## config.mk

```make
export PLATFORM = sky130hd
export DESIGN_NAME = seq_addsub_chunked
export DESIGN_NICKNAME = d
export VERILOG_FILES = /design/src/rtl/seq_addsub_chunked.sv
export SDC_FILE = /design/constraint.sdc
export NUM_CORES = 1
export LEC_CHECK = 0
export BUFFER_PORTS_ARGS = -buffer_cell sky130_fd_sc_hd__clkbuf_2
export CORE_MARGIN = 2
export CORE_UTILIZATION = 30
export CTS_BUF_LIST = sky130_fd_sc_hd__clkbuf_16
export CTS_CLUSTER_DIAMETER = 200
export DETAILED_ROUTE_END_ITERATION = 6
export GPL_TIMING_DRIVEN = 1
export PLACE_DENSITY = 0.48
export SYNTH_ARGS = -nofsm -noshare
export SYNTH_HDL_FRONTEND = slang
export SYNTH_SLANG_ARGS = --single-unit
```

## constraint.sdc

```tcl
create_clock -name clk -period 4 [get_ports clk]
set_clock_uncertainty 0.1 [all_clocks]
set_input_delay 0.2 -clock clk [delete_from_list [all_inputs] [get_ports clk]]
set_output_delay 0.2 -clock clk [all_outputs]
set_load 0.02 [all_outputs]
```

## src/rtl/seq_addsub_chunked.sv

```systemverilog
// Multi-cycle add/subtract unit: processes CHUNK bits per clock, LSB chunk first,
// with the carry registered between chunks and valid/ready on both sides.
module seq_addsub_chunked #(
   parameter int unsigned WIDTH = 16,
   parameter int unsigned CHUNK = 4
) (
   input  logic             clk,
   input  logic             rst_n,
   input  logic             start_valid,
   output logic             start_ready,
   input  logic [WIDTH-1:0] a,
   input  logic [WIDTH-1:0] b,
   input  logic             cin,
   input  logic             sub,
   output logic             result_valid,
   input  logic             result_ready,
   output logic [WIDTH-1:0] sum,
   output logic             carry_out,
   output logic             overflow,
   output logic             zero
);

   localparam int unsigned NCHUNK = WIDTH / CHUNK;
   localparam int unsigned CW     = (NCHUNK > 1) ? $clog2(NCHUNK) : 1;

   generate
      if (CHUNK == 0 || (WIDTH % CHUNK) != 0) begin : g_bad_chunk
         $error("seq_addsub_chunked: WIDTH must be a non-zero multiple of CHUNK");
      end
   endgenerate

   typedef enum logic [1:0] {IDLE, RUN, DONE} state_t;

   state_t           state, state_nx;
   logic [WIDTH-1:0] a_r, b_r;
   logic             carry_r;
   logic [CW-1:0]    cnt;

   logic [CHUNK-1:0] a_ch, b_ch, part;
   logic [CHUNK:0]   chunk_sum;
   logic             c_next, c_msb_in, last;
   logic [WIDTH-1:0] sum_nx;

   assign start_ready  = (state == IDLE);
   assign result_valid = (state == DONE);

   always_comb begin
      state_nx = state;
      case (state)
         IDLE:    if (start_valid)  state_nx = RUN;
         RUN:     if (last)         state_nx = DONE;
         DONE:    if (result_ready) state_nx = IDLE;
         default: state_nx = IDLE;
      endcase
   end

   // Carry into the top bit of a chunk is recovered as a ^ b ^ sum at that bit.
   always_comb begin
      a_ch      = a_r[cnt*CHUNK +: CHUNK];
      b_ch      = b_r[cnt*CHUNK +: CHUNK];
      chunk_sum = {1'b0, a_ch} + {1'b0, b_ch} + {{CHUNK{1'b0}}, carry_r};
      part      = chunk_sum[CHUNK-1:0];
      c_next    = chunk_sum[CHUNK];
      c_msb_in  = a_ch[CHUNK-1] ^ b_ch[CHUNK-1] ^ part[CHUNK-1];
      last      = (cnt == CW'(NCHUNK - 1));
      sum_nx    = sum;
      sum_nx[cnt*CHUNK +: CHUNK] = part;
   end

   always_ff @(posedge clk or negedge rst_n) begin
      if (!rst_n) begin
         state <= IDLE;
      end else begin
         state <= state_nx;
      end
   end

   always_ff @(posedge clk or negedge rst_n) begin
      if (!rst_n) begin
         a_r       <= '0;
         b_r       <= '0;
         carry_r   <= 1'b0;
         cnt       <= '0;
         sum       <= '0;
         carry_out <= 1'b0;
         overflow  <= 1'b0;
         zero      <= 1'b0;
      end else begin
         case (state)
            IDLE: begin
               if (start_valid) begin
                  a_r     <= a;
                  b_r     <= sub ? ~b : b;
                  carry_r <= sub ? 1'b1 : cin;
                  cnt     <= '0;
               end
            end
            RUN: begin
               sum     <= sum_nx;
               carry_r <= c_next;
               cnt     <= cnt + 1'b1;
               if (last) begin
                  carry_out <= c_next;
                  overflow  <= c_msb_in ^ c_next;
                  zero      <= (sum_nx == '0);
               end
            end
            default: ;
         endcase
      end
   end

endmodule

```

# Word-level counts from Yosys, hierarchy flattened
# Index checks and enable logic that the tools add are counted.
totals:
  in_bits: 38
  out_inout_bits: 21
  register_bits: 56
classes:
  n_shift: 4
  n_bitwise: 4
  n_mux: 11
  n_reduce_logical: 7
  n_eq_ne: 6
  n_addsub: 4
op_table:
  columns: ["cell", "n"]
  rows:
  - ["$neg A4 Y34", 1]
  - ["$shift A4 B34 Y16 const A", 1]
  - ["$shiftx A4 B34 Y16", 1]
  - ["$shiftx A16 B5 Y4", 2]
  - ["$bwmux W16", 1]
  - ["$logic_not A16 Y1", 1]
  - ["$mux W16", 1]
  - ["$not A16 Y16", 1]
  - ["$mux W2", 4]
  - ["$pmux W2 S3", 1]
  - ["$reduce_and A2 Y1", 3]
  - ["$add A4 B4 Y5", 1]
  - ["$add A5 B1 Y5", 1]
  - ["$eq A2 B2 Y1 const B", 2]
  - ["$ne A2 B2 Y1 const B", 2]
  - ["$pmux W2 S2", 1]
  - ["$reduce_and A3 Y1", 1]
  - ["$xor A1 B1 Y1", 3]
  - ["$add A2 B1 Y2 const B", 1]
  - ["$eq A2 B1 Y1 const B", 1]
  - ["$logic_not A2 Y1", 1]
  - ["$mux W1", 2]
  - ["$ne A2 B1 Y1 const B", 1]
  - ["$pmux W1 S2", 1]
  - ["$reduce_bool A2 Y1", 1]

# Logic depth before layout (Yosys ltp)
logic_depth:
  ltp_word: 6
  ltp_mapped: 10

# Least setup slack after synthesis
# No wires, ideal clock.
synth_path:
  path_type: "register to register"
  from: "reg cnt[0]"
  to: "reg overflow"
  path_stages_with_launch: 11
  t_arrival_ns: 2.581
  n_path_buf: 1
  setup_slack_ns: 1.189
  cell_sequence: "dfrtp_1 buf_2 mux4_2 fa_1 inv_1 fa_1 inv_1 a21o_1 a21oi_1 xnor2_1 o21ai_0"
synth_between:
  elab_chain_len: 5
synth_lines:
  columns: ["item", "line_no", "source"]
  rows:
  - ["from (decl)", "37", "logic [CW-1:0] cnt;"]
  - ["from (signal assigned)", "101", "cnt <= cnt + 1'b1;"]
  - ["$shiftx A16 B5 Y4 (on tied branches)", "59, 60", null]
  - ["$add A4 B4 Y5", "61", "chunk_sum = {1'b0, a_ch} + {1'b0, b_ch} + {{CHUNK{1'b0}}, carry_r};"]
  - ["$add A5 B1 Y5", "61", null]
  - ["$xor A1 B1 Y1", "64", "c_msb_in = a_ch[CHUNK-1] ^ b_ch[CHUNK-1] ^ part[CHUNK-1];"]
  - ["$xor A1 B1 Y1", "104", "overflow <= c_msb_in ^ c_next;"]
  - ["to (signal assigned)", "104", null]
  - ["to (decl)", "19", "output logic overflow,"]
# Parallel ways exist; a longest one is shown, timed or not.
# A chain may end at the register's enable or synchronous reset.

# Worst setup path after layout
# Same ends and word-level chain as after synthesis.

==> run summary <==
Initial Util: 31.2%
Max-slew violations: 0
DRC Markers: 0
Register area share after synthesis: 50.9%
Slew @ Worst Pin: 0.939 ns
Status: complete, no violations
WL/cell: 14.1 um
Slew headroom: 37.3%
PnR worst setup slack: 1.24 ns
Pwr Total: 2.98 mW
Antenna viol nets, final: 0
CTS tree: done
CTS Buffer Depth: 2
Post-CTS Resized: 0
Fin nets: 372
Total grt overflow: 0
Initial drt markers: 59
Synth Cell Area: 0.00275 sq mm
Vias/cell: 4.74
Clk root buf: clkbuf_16
Avg Inst Size Synth: 10.6 sq um
Final Cycle Share: 69.1%
H-Tree Depth: 2
Layout cell share with drive strength beyond 1: 25.3%
Post-synth ARST share: 100%
Post-synth EDFFs: 0
Max Freq: 362 MHz
Critical path class: flop to flop
Worst Path Required: 4.05 ns
Die area: 0.00995 sq mm
PortBufs: 58
Crit path capture type: flop
Routability cong.: 0.705
Cts bufs inserted: 5
Core area: 0.00881 sq mm
Tmin final: 2.76 ns
Initial antenna violation count: 0
Cells after Synth: 259
Drt pass-1 iters: 4
Max-cap viol count: 0
Netlist cell types: 36
IO Count: 59
Yosys warnings: 0
Design area: 0.00338 sq mm
Clock tree sinks: 56
Syn Nets: 308
Antenna cells: 0
RSZ-0062 raised after global routing: false
Setup TNS: 0 ns
Largest net degree at the start of global routing: 57
Leak: 1.68 nW
# setup viols final: 0
Fillers: 902
Gr usage total: 12.9%
Layout area overhead: 22.9%
Critical Path AT: 2.82 ns
HPWL after detailed placement: 4.46 mm
#FFs+latches synth: 56
PwrDens: 881 mW/mm^2
Post-CTS setup buffers: 0
Synth Flop Type: dfrtp_1
Worst min-delay path category: primary input to flop
Placement Setup Slack: 1.25 ns
First-pass GRT wire length: 10.4 mm
Via count: 2047
Die X: 99.8 um
Clk slew on worst S/H paths: 0.07 ns
CP startpoint kind: flop
Vias in the first global route: 2171
Hold Violations, Final: 0
Clk_lat worst skew: 0.29 ns
Std-Cell Rows: 34
Post-DP Area: 0.00316 sq mm
Die Y-Extent: 99.8 um
Worst-path maximum fanout: 5
Post-Route WL: 6.09 mm
VDD IR max: 0.478 mV
-- kinds of logic after synthesis --
group / Yosys count / share of synthesized area [%]
mux: 8 / 6.68
flops: 56 / 50.9
fa+ha+maj: 11 / 5.55
buf+inv: 19 / 3.05
simple gates: 98 / 15.6
compound gates: 48 / 12.1
xor+xnor: 19 / 6.05
-- per-layer routing --
metal | track usage [%] | vias to the layer above | wire (um)
li1 | - | 1018 | -
met1 | 17.0 | 984 | 3030
met2 | 21.9 | 43 | 2790
met3 | 2.74 | 2 | 246
met4 | 2.85 | 0 | 22
met5 | 0 | - | 0
-- worst paths after layout --
| kind | from | endpoint | slack (ns) | cells after the start |
|---|---|---|---|---|
| max | cnt[0] | overflow | 1.24 | 9 |
| min | a[6] | a_r[6] | 0.001 | 3 |
| max reg2reg | cnt[0] | overflow | 1.24 | 9 |
| min reg2reg | a_r[9] | a_r[9] | 0.37 | 2 |
| max in group asynchronous | rst_n | sum[0] | 2.83 | 3 |
| min in group asynchronous | rst_n | sum[14] | 0.48 | 3 |
-- worst max-delay path: stages, from the launching register on --
cell and delay (ns):
dfrtp_1 0.50, mux4_2 0.57, fa_1 0.44, inv_1 0.09, fa_1 0.20, inv_1 0.05, a21o_1 0.16, a21oi_1 0.27
xnor2_1 0.16, o21ai_0 0.09
-- through the flow --
stage          cells  util (%)  hold slack [ns]
4_1_cts          432      38.4          0.00165
5_1_grt          432      38.4          0.00494
3_5_place_dp     418      35.8            0.288
2_1_floorplan    259         -           -0.196
6_report         432      38.4          0.00101
3_3_place_gp     418      35.8            0.293
-- registers in the layout, indices dropped and copies added (netlist names) --
name / flops
zero: 1
state: 2
a_r: 16
overflow: 1
cnt: 2
carry_out: 1
carry_r: 1
b_r: 16
sum: 16
-- cells in the mapped netlist (4+ instances only) --
| library cell | number | area (sq um) |
|---|---|---|
| mux4_2 | 7 | 158 |
| clkbuf_1 | 6 | 22.5 |
| xnor2_1 | 18 | 158 |
| nor4_1 | 5 | 31.3 |
| a32o_1 | 4 | 40.0 |
| o21ai_0 | 22 | 110 |
| ha_1 | 9 | 113 |
| nand2_1 | 74 | 278 |
| dfrtp_1 | 56 | 1400 |
| nor2_1 | 6 | 22.5 |
| buf_2 | 4 | 20.0 |
| inv_1 | 6 | 22.5 |
| a22o_1 | 12 | 105 |
-- cell type report --
| cell class | instances | area, sq um | area share [%] |
|---|---|---|---|
| Clock buffer | 5 | 125 | 3.70 |
| Clock inverter | 3 | 38.8 | 1.15 |
| Inverter | 7 | 26.3 | 0.777 |
| Multi-Input combinational cell | 184 | 1270 | 37.5 |
| Sequential cell | 56 | 1400 | 41.5 |
| Tap cell | 108 | 135 | 4.00 |
| Timing Repair Buffer | 69 | 388 | 11.5 |
-- repair_timing --
item | CTS | global route
hold endpoints to repair | 61 | 0
setup endpoints to repair | 0 | 0
hold buffers | 6 | 0
-- layout by cell type, fill, tap and decap left out, drive strengths merged, types with 2 or more instances in the layout --
cell type    count
a21o             2
a21oi            2
a22o            13
a32o             4
and2             2
and3             2
buf              5
clkbuf          63
dfrtp           56
dlygate4sd3      6
fa               2
ha               9
inv              8
mux4             8
nand2           74
nand2b           2
nand3            2
nor2             6
nor2b            2
nor4             5
o21ai           22
xnor2           18
-- report_power, final --
group          total [mW]  internal [mW]  switching [mW]
clock network       0.482          0.292           0.190
registers           0.961          0.804           0.157
logic                1.54          0.652           0.884
(Power assumes the default switching activity.)
